<file path="config.mk">
export PLATFORM = sky130hd
export DESIGN_NAME = click_decoder
export DESIGN_NICKNAME = d
export VERILOG_FILES = /design/src/rtl/click_pkg.sv /design/src/rtl/pb_edge_sync.sv /design/src/rtl/click_decoder.sv
export SDC_FILE = /design/constraint.sdc
export NUM_CORES = 1
export LEC_CHECK = 0
export ABC_CLOCK_PERIOD_IN_PS = 2300
export CORE_MARGIN = 2
export CORE_UTILIZATION = 50
export CTS_CLUSTER_DIAMETER = 100
export DETAILED_ROUTE_END_ITERATION = 10
export PLACE_DENSITY = 0.81
export SLEW_MARGIN = 20
export SYNTH_ARGS = -nofsm -noshare
export SYNTH_HDL_FRONTEND = slang
export SYNTH_HIERARCHICAL = 1
export SYNTH_SLANG_ARGS = --single-unit
export TNS_END_PERCENT = 30
</file>
<file path="constraint.sdc">
create_clock -name clk -period 2.3 [get_ports clk]
set_clock_uncertainty 0.1 [all_clocks]
set_input_delay 0.23 -clock clk [delete_from_list [all_inputs] [get_ports clk]]
set_output_delay 0.23 -clock clk [all_outputs]
set_load 0.01 [all_outputs]
</file>
<file path="src/rtl/click_pkg.sv">
// rtl/click_pkg.sv - shared types for the click decoder
package click_pkg;

  typedef enum logic {
    IDLE        = 1'b0,
    WAIT_SECOND = 1'b1
  } click_state_t;

endpackage

</file>
<file path="src/rtl/pb_edge_sync.sv">
// rtl/pb_edge_sync.sv - two-flop synchroniser plus history flop, emits one rise per press
module pb_edge_sync (
  input  logic clk_i,
  input  logic rst_i,
  input  logic pb_i,
  output logic rise_o
);

  logic s1_q, s2_q, s3_q;

  always_ff @(posedge clk_i or posedge rst_i) begin
    if (rst_i) begin
      s1_q <= 1'b0;
      s2_q <= 1'b0;
      s3_q <= 1'b0;
    end else begin
      s1_q <= pb_i;
      s2_q <= s1_q;
      s3_q <= s2_q;
    end
  end

  assign rise_o = s2_q & ~s3_q;

endmodule

</file>
<file path="src/rtl/click_decoder.sv">
// rtl/click_decoder.sv - single/double click classifier with press counter
// Optional CLICK_SATURATE_EN: press_count saturates instead of wrapping.
module click_decoder
  import click_pkg::*;
#(
  parameter int WINDOW_CYCLES = 25_000_000,
  parameter int CNT_W         = 8
) (
  input  logic             clk,
  input  logic             rst,
  input  logic             pb_in,
  output logic             single_click,
  output logic             double_click,
  output logic             busy,
  output logic [CNT_W-1:0] press_count
);

  localparam int TW = $clog2(WINDOW_CYCLES);
  localparam logic [TW-1:0] TIMER_LAST = TW'(WINDOW_CYCLES - 1);

  logic             rise;
  click_state_t     state_q, state_d;
  logic [TW-1:0]    timer_q, timer_d;
  logic             single_q, single_d;
  logic             double_q, double_d;
  logic [CNT_W-1:0] count_q, count_d;

  pb_edge_sync u_sync (
    .clk_i  (clk),
    .rst_i  (rst),
    .pb_i   (pb_in),
    .rise_o (rise)
  );

  always_ff @(posedge clk or posedge rst) begin
    if (rst) begin
      state_q  <= IDLE;
      timer_q  <= '0;
      single_q <= 1'b0;
      double_q <= 1'b0;
      count_q  <= '0;
    end else begin
      state_q  <= state_d;
      timer_q  <= timer_d;
      single_q <= single_d;
      double_q <= double_d;
      count_q  <= count_d;
    end
  end

  // A rise arriving on the timeout cycle is checked first, so it wins.
  always_comb begin
    state_d  = state_q;
    timer_d  = timer_q;
    single_d = 1'b0;
    double_d = 1'b0;
    unique case (state_q)
      IDLE: begin
        if (rise) begin
          state_d = WAIT_SECOND;
          timer_d = '0;
        end
      end
      WAIT_SECOND: begin
        if (rise) begin
          double_d = 1'b1;
          state_d  = IDLE;
        end else if (timer_q == TIMER_LAST) begin
          single_d = 1'b1;
          state_d  = IDLE;
        end else begin
          timer_d = timer_q + TW'(1);
        end
      end
      default: state_d = IDLE;
    endcase
  end

  always_comb begin
    count_d = count_q;
`ifdef CLICK_SATURATE_EN
    if (rise && (count_q != {CNT_W{1'b1}})) count_d = count_q + CNT_W'(1);
`else
    if (rise) count_d = count_q + CNT_W'(1);
`endif
  end

  assign single_click = single_q;
  assign double_click = double_q;
  assign busy         = (state_q == WAIT_SECOND);
  assign press_count  = count_q;

endmodule
</file>
==> impl_metrics.tcl, run 1 <==
set metrics [dict create \
    multi_input_area_mm2 0.00106 \
    drv_cap 0 \
    grt_pass1_vias 1716 \
    pwr-share-seq_pct 47.1 \
    maxClockFrequency_ghz 0.451 \
    crit_type "flip-flop to flip-flop" \
    remaining_drc_errors 0 \
    slew-limit-headroom_pct 61.9 \
    crit_top_cell "or4_1" \
    cp-end-kind "flip-flop" \
    p_leak_nw 1.00 \
    drt_first_pass_iters 4 \
    layout-drive-gt1-share_pct 10.7 \
    postLayoutCellArea_mm2 0.00247 \
    total_power_mw 1.80 \
    routed_wl_um 4740 \
    hold_path.class "primary input to async pin" \
    finalNonFillerCells 293 \
    grt_pass1_wl_um 8300 \
    numCtsBuffers 5 \
    ys_ff_latch 39 \
    yosysTopAreaCellShare_pct 45.6 \
    arrival_ns 2.35 \
    regArea_um2 977 \
    wl_per_cell_um 16.2 \
    syn_avg_cell_area_um2 9.47 \
    grt_overflow_total 0 \
    setup_tns_ns 0 \
    initial_core_util_pct 52.7 \
    chipWidth_um 69.4 \
    slowest_stage "or4_1" \
    synth_edf_count 0 \
    netlist_instances 226 \
    first_iter_violations 235 \
    viasPerCell 6.26 \
    intPower_mw 1.29 \
    post-route-util_pct 60.8 \
    cts.clk_slew.worst_paths_ns 0.07 \
    yosys_warnings 6 \
    pre_cts_ws_ns 0.0919 \
    grt_max_degree 37 \
    critPathMaxFanout 7 \
    pwr-share-clk_pct 30.2 \
    clock-sinks 39 \
    synthTopCellsByArea "dfrtp_1 (46%), nand2_1 (4.0%), nand3_1 (3.5%), nand4_1 (2.9%), nor4_1 (2.9%)" \
    critPathMaxStageDelay_ns 0.52 \
    hold_ws_ns 0.0256 \
    cts_hold_buf 0 \
    post-route-min-period_ns 2.22 \
    p_switching_mw 0.518 \
    core_mm2 0.00406 \
    dpl_cell_area_mm2 0.00236 \
    cts_setup_buffers 0 \
    worst_pin_slew_ns 0.566 \
    final_nets 248 \
    insertion_delay_ns 0.29 \
    drv_slew 0 \
    grt_antenna_before_repair 0 \
    rsz0062_at_grt "false" \
    syn_to_final_growth_pct 15.3 \
    die_h_um 69.4 \
    fin_crit_sh_pct 96.4 \
    setup_viol 0 \
    place_hpwl_um 3310 \
    place.gp.congestion 0.891 \
    ys_types 50 \
    die_area_mm2 0.00482 \
    port_buffers 13 \
    synth_flop_cell "dfrtp_1" \
    startpoint_type "flip-flop" \
    yosysSeqAreaShare_pct 45.6 \
    p_comb_share_pct 22.6 \
    htreeDepth 2 \
    path_cells "or4_1 -> or4_4 -> or4_1 -> nand3_1" \
    fill_cells 350 \
    p_per_area_mw_per_mm2 731 \
    vias 1835 \
    hold_viol 0 \
    cts_root_buf "clkbuf_8" \
    ant_nets 0 \
    timing.final.ws_setup_ns 0.0826 \
    vdd_drop_max_mv 0.491 \
    dp_cells 286 \
    synthArstFlopShare_pct 100 \
    crit_required_ns 2.43 \
    ios 14 \
    clk_path_buf_depth 2 \
    synthesis.area_mm2 0.00214 \
    track_usage_pct 21.4 \
    synth_nets 231 \
    cts_tree "built" \
    sw_frac_of_total_pct 28.7 \
    num_rows 23 \
    diodes 0 \
    status "finished clean" \
    yosys.area.top_type "dfrtp_1" \
]
state kept, by name, summed over array words and instances, names as in the netlist:
signal and cells:
u_sync/s3_q 1, press_count 8, single_click 1, u_sync/s1_q 1
u_sync/s2_q 1, busy 1, double_click 1, timer_q 25
power groups by stage:
stage / Combinational, mW / Clock, mW / Sequential [mW]
5_1_grt: 0.448 / 0.587 / 0.867
6_report: 0.408 / 0.545 / 0.850
3_3_place_gp: 0.401 / 0 / 0.857
2_1_floorplan: 0.202 / 0 / 0.871
3_5_place_dp: 0.409 / 0 / 0.864
4_1_cts: 0.411 / 0.552 / 0.851
placed cells by master, fill, tap and decap left out, types with 4 or more instances in the layout:
cell	instances
a21oi_1	9
buf_4	13
clkbuf_8	5
clkdlybuf4s50_1	13
dfrtp_1	38
inv_1	8
mux2i_1	5
nand2_1	23
nand2b_1	4
nand3_1	15
nand4_1	10
nor2_1	9
nor3_1	5
nor4_1	10
o21ai_0	5
or4_1	6
xnor2_1	4
routing by layer:
layer  routed length, um  up-vias  part of all wire [%]  GRT usage [%]
met3                 319        5                   6.7           4.36
met2                2170       59                    46           32.2
met5                   0        -                     0              0
met4                  46        0                  0.97           7.41
met1                2210      881                    47           30.8
li1                    -      890                     -              -
synth_stat cells (2+ instances only):
cell	n
a21oi_1	9
nand3_1	15
a21o_1	3
o211a_1	2
nand4_1	10
inv_1	8
ha_1	2
o31ai_1	3
o311ai_0	2
a311o_1	3
mux2i_1	5
o41ai_1	3
dfrtp_1	39
nor3_1	5
nor2_1	9
o21ai_0	5
or4_1	7
a41oi_1	2
xor2_1	3
or3_1	3
nor4_1	10
xnor2_1	4
buf_1	2
nand2b_1	4
nand4b_1	3
clkbuf_1	11
a31oi_1	3
o2111ai_1	2
nand2_1	23
and4_1	2
buf_2	2
nor2b_1	2
a32o_1	3
repair_timing:
item,in CTS,in global routing
setup endpoints to repair,0,4
hold endpoints to repair,0,0
resized for setup,0,2
critical path: cells and delay by family (launching register included):
family | cells | cell delay (ns)
AND/OR/NAND/NOR | 4 | 1.61
flip-flops | 1 | 0.45
kinds of logic (layout without fill, tap and decap cells):
group                    after synthesis  count (layout)  share of synthesized area, %
buffers and inverters                 25              42                          4.85
multiplexers                           6               6                          2.87
XOR/XNOR                               7               7                          2.87
AO/OA/AOI/OAI                         44              44                          15.2
AND/OR/NAND/NOR                      102             102                          27.0
adder cells (fa/ha/maj)                3               3                          1.64
flip-flops                            39              39                          45.6
cell type report:
cell class	count	share of cell area, %
tap	50	2.54
multi-input combinational	162	43.1
clock inverter	1	1.22
clock buffer	6	2.94
inverter	9	1.37
sequential	39	39.6
timing repair buffer	26	9.23
path summary, 6_finish.rpt:
path                       depth (start not counted)        start  slack (ns)              to
min in group clk                                   0  u_sync/s1_q        0.25     u_sync/s2_q
min                                                2          rst        0.03     u_sync/s3_q
max in group asynchronous                          3          rst        1.50  press_count[0]
max                                                4   timer_q[7]        0.08      timer_q[0]
min reg2reg                                        0  u_sync/s1_q        0.25     u_sync/s2_q
max reg2reg                                        4   timer_q[7]        0.08      timer_q[0]
Power figures use the tool's default switching activity.
==> run 2: changes to the inputs <==
CORE_ASPECT_RATIO = 0.6   (was not set)
==> impl_metrics.tcl, run 2 (synthesis gave the netlist of run 1 again) <==
set metrics [dict create \
    track_usage_pct 23.4 \
    drv_cap 0 \
    wl_per_cell_um 17.0 \
    cts_tree "built" \
    vias 1921 \
    vdd_drop_max_mv 0.649 \
    viasPerCell 6.30 \
    top_register "timer_q" \
    die_area_mm2 0.00484 \
    drt_first_pass_iters 5 \
    crit_required_ns 2.43 \
    grt_pass1_wl_um 8270 \
    p_per_area_mw_per_mm2 686 \
    insertion_delay_ns 0.30 \
    num_rows 18 \
    startpoint_type "flip-flop" \
    use_met1_pct 35.6 \
    die_h_um 54.7 \
    port_buffers 13 \
    most-common-layout-cells "dfrtp_1 (38), nand2_1 (23), nand3_1 (15), buf_4 (14), clkdlybuf4s50_1 (13)" \
    clk_path_buf_depth 2 \
    place_hpwl_um 3620 \
    timing.final.ws_setup_ns 0.0771 \
    status "finished clean" \
    final_nets 249 \
    cts_root_buf "clkbuf_8" \
    busiest_layer "met1" \
    crit_type "flip-flop to flip-flop" \
    diodes 0 \
    routed_wl_um 5190 \
    drv_slew 0 \
    setup_viol 0 \
    slew-limit-headroom_pct 69.2 \
    critPathMaxFanout 7 \
    worst_pin_slew_ns 0.462 \
    grt_antenna_before_repair 0 \
    ios 14 \
    grt_max_degree 37 \
    grt_pass1_vias 1638 \
    rsz0062_at_grt "false" \
    arrival_ns 2.35 \
    post-route-min-period_ns 2.22 \
    postLayoutCellArea_mm2 0.00248 \
    hold_path.class "primary input to async pin" \
    use_met2_pct 30.5 \
    ant_nets 0 \
    grt_use_met3_pct 6.94 \
    cts_hold_buf 0 \
    largest_register_ffs 25 \
    cp-end-kind "flip-flop" \
    htreeDepth 2 \
    syn_to_final_growth_pct 15.8 \
    first_iter_violations 191 \
    fin_crit_sh_pct 96.6 \
    grt_overflow_total 0 \
    remaining_drc_errors 0 \
    dpl_cell_area_mm2 0.00238 \
    hold_viol 0 \
    cts.clk_slew.worst_paths_ns 0.07 \
    clock-sinks 39 \
    numCtsBuffers 5 \
    maxClockFrequency_ghz 0.450 \
    core_mm2 0.00410 \
    chipWidth_um 88.5 \
    final_common_cell "dfrtp_1" \
    layout-drive-gt1-share_pct 11.8 \
    initial_core_util_pct 52.2 \
    setup_tns_ns 0 \
    place.gp.congestion 0.980 \
    pre_cts_ws_ns 0.0593 \
    p_leak_nw 0.996 \
]
[run 2: changes by cell type in the layout (fill, tap and decap cells not counted)]
cell	delta
clkinv_2	+1
nor4_2	+2
buf_4	+1
nor4_1	-2
clkbuf_1	+1
bufinv_16	-1
[run 2: timing repair]
item                       4_1_cts  5_1_grt
buffers inserted                 0        0
hold endpoints to repair         0        0
setup endpoints to repair        0        8
resized for setup                0        4
[run 2: per-stage QoR]
step                hold WS [ns]  instances  utilization, %  power, mW
finish                    0.0238        305            60.5       1.70
floorplan                 -0.116        226               -       1.07
CTS                       0.0194        305            60.0       1.70
global route              0.0428        305            60.5       1.79
global placement           0.235        297            58.1       1.24
detailed placement         0.238        297            58.1       1.25
[run 2: path summary, 6_finish.rpt]
| path | from | to | slack, ns | depth (start not counted) |
|---|---|---|---|---|
| setup / recovery | timer_q[7] | timer_q[0] | 0.08 | 4 |
| hold / removal | rst | u_sync/s1_q | 0.02 | 2 |
| setup reg to reg | timer_q[7] | timer_q[0] | 0.08 | 4 |
| hold reg to reg | u_sync/s1_q | u_sync/s2_q | 0.26 | 0 |
| max in group asynchronous | rst | timer_q[7] | 1.48 | 3 |
| min in group clk | u_sync/s1_q | u_sync/s2_q | 0.26 | 0 |
[run 2: power by group]
part	internal [mW]	switching, mW
clock	0.213	0.234
sequential	0.763	0.103
combinational	0.188	0.199
total	1.16	0.536
[run 2: worst max-delay path, stage by stage, from the launching register on]
cell and delay, ns:
dfrtp_2 0.45, or4_1 0.53, or4_4 0.52, or4_1 0.48, nand3_1 0.09
[run 2: per-layer routing]
metal | part of all wire [%] | wire [um] | up-vias
li1 | - | - | 895
met1 | 48 | 2480 | 908
met2 | 39 | 2050 | 113
met3 | 12 | 608 | 5
met4 | 1.2 | 62 | 0
met5 | 0 | 0 | -
[run 2: final cells by class]
type	instances	area, um2
flip-flops and latches	39	977
inverters	9	33.8
clock buffers	7	76.3
multi-input cells	162	1080
clock inverters	1	5.00
well taps	60	75.1
fillers	363	1620
repair buffers	27	235
==> run 3: changes to the inputs <==
CORE_UTILIZATION = 53   (was 50)
PLACE_DENSITY = 0.85   (was 0.81)
==> impl_metrics.tcl, run 3 (synthesis gave the netlist of run 1 again) <==
set metrics [dict create \
    path_cells "or4_1 -> or4_4 -> or4_1 -> nand3_1" \
    p_per_area_mw_per_mm2 736 \
    numCtsBuffers 5 \
    arrival_ns 2.36 \
    ant_nets 0 \
    worst_pin_slew_ns 0.609 \
    intPower_mw 1.31 \
    p_switching_mw 0.545 \
    cts.clk_slew.worst_paths_ns 0.08 \
    drv_cap 0 \
    num_rows 17 \
    crit_start "timer_q[8]" \
    largest_register_ffs 25 \
    syn_to_final_growth_pct 17.5 \
    grt_max_degree 37 \
    slowest_stage "or4_1" \
    status "finished clean" \
    cts_root_buf "clkbuf_8" \
    crit-reg2reg-launch "timer_q[8]" \
    most-common-layout-cells "dfrtp_1 (39), nand2_1 (23), nand3_1 (15), buf_4 (15), clkdlybuf4s50_1 (13)" \
    grt_pass1_vias 1739 \
    htreeDepth 2 \
    wl_per_cell_um 18.2 \
    pwr-share-clk_pct 31.9 \
    ios 14 \
    crit_top_cell "or4_1" \
    track_usage_pct 25.9 \
    place.gp.congestion 0.929 \
    hold_path.class "primary input to async pin" \
    core_mm2 0.00376 \
    pwr-share-seq_pct 47.1 \
    slew-limit-headroom_pct 59.0 \
    hold_viol 0 \
    final_nets 251 \
    post-route-min-period_ns 2.24 \
    critPathMaxStageDelay_ns 0.52 \
    die_area_mm2 0.00458 \
    crit_family "simple AND/OR/NAND/NOR gates" \
    final_common_cell "dfrtp_1" \
    port_buffers 13 \
    drv_slew 0 \
    drt_first_pass_iters 5 \
    sw_frac_of_total_pct 29.4 \
    die_h_um 53.2 \
    crit_buf_inv 0 \
    routed_wl_um 5340 \
    vias 1938 \
    cp-end-kind "flip-flop" \
    diodes 0 \
    grt_pass1_wl_um 8840 \
    layout-drive-gt1-share_pct 12.6 \
    post-route-util_pct 66.8 \
    crit_required_ns 2.43 \
    rsz0062_at_grt "false" \
    viasPerCell 6.59 \
    grt_overflow_total 0 \
    place_hpwl_um 3650 \
    top_register "timer_q" \
    setup_viol 0 \
    critPathMaxFanout 6 \
    cts_hold_buf 0 \
    startpoint_type "flip-flop" \
    insertion_delay_ns 0.30 \
    crit_type "flip-flop to flip-flop" \
    clk_path_buf_depth 2 \
    cts_tree "built" \
    fin_crit_sh_pct 97.2 \
    setup_tns_ns 0 \
    p_leak_nw 1.03 \
    chipWidth_um 86.0 \
    first_iter_violations 219 \
    p_comb_share_pct 20.9 \
    vdd_drop_max_mv 0.525 \
    maxClockFrequency_ghz 0.447 \
    initial_core_util_pct 56.8 \
    grt_antenna_before_repair 0 \
    remaining_drc_errors 0 \
    clock-sinks 39 \
]
run 3: cell type report:
cell class                      count  area (um2)
Fill cell                         287        1250
Multi-Input combinational cell    162        1070
Sequential cell                    39         976
Timing Repair Buffer               29         263
Clock buffer                        6        82.6
Tap cell                           47        58.8
Clock inverter                      2        35.0
Inverter                            9        33.8
run 3: worst paths after layout:
kind | slack (ns) | cells after the start | endpoint
min in group clk | 0.25 | 0 | u_sync/s2_q
max | 0.06 | 4 | timer_q[0]
max reg2reg | 0.06 | 4 | timer_q[0]
min | 0.02 | 2 | u_sync/s1_q
min reg2reg | 0.25 | 0 | u_sync/s2_q
max in group asynchronous | 1.51 | 3 | timer_q[1]
run 3: what timing repair did:
item	in CTS	in global routing
gates resized for setup	0	2
hold endpoints to repair	0	0
setup endpoints to repair	0	6
buffers inserted	0	0
run 3: worst register-to-register path: cells and delay by family (launching register included):
family           cells  cell delay [ns]
flip-flops           1             0.44
AND/OR/NAND/NOR      4             1.63
run 3: stage by stage:
stage	std cells	worst slack [ns]	power [mW]	instance area (um2)	hold WS (ns)
2_1_floorplan	226	0.157	1.07	2140	-0.116
3_3_place_gp	286	0.152	1.25	2390	0.235
3_5_place_dp	286	0.0393	1.26	2390	0.239
4_1_cts	294	0.0134	1.85	2510	0.0185
5_1_grt	294	0.0110	1.94	2510	0.0517
6_report	294	0.0648	1.85	2510	0.0233
run 3: power groups by stage:
stage / clock network (mW) / registers [mW] / logic, mW
final: 0.591 / 0.872 / 0.387
after CTS: 0.601 / 0.868 / 0.383
after global routing: 0.625 / 0.886 / 0.428
after detailed placement: 0 / 0.876 / 0.380
after global placement: 0 / 0.870 / 0.379
after floorplan: 0 / 0.871 / 0.202
run 3: routing by layer:
metal  vias to the layer above  share of wire, %  global-route usage, %  routed length (um)
met2                       103                39                   35.1                2060
met5                         -                 0                      0                   0
met3                         8                11                   5.93                 565
met1                       933                50                   40.4                2650
met4                         0               1.3                   7.14                  68
li1                        894                 -                      -                   -
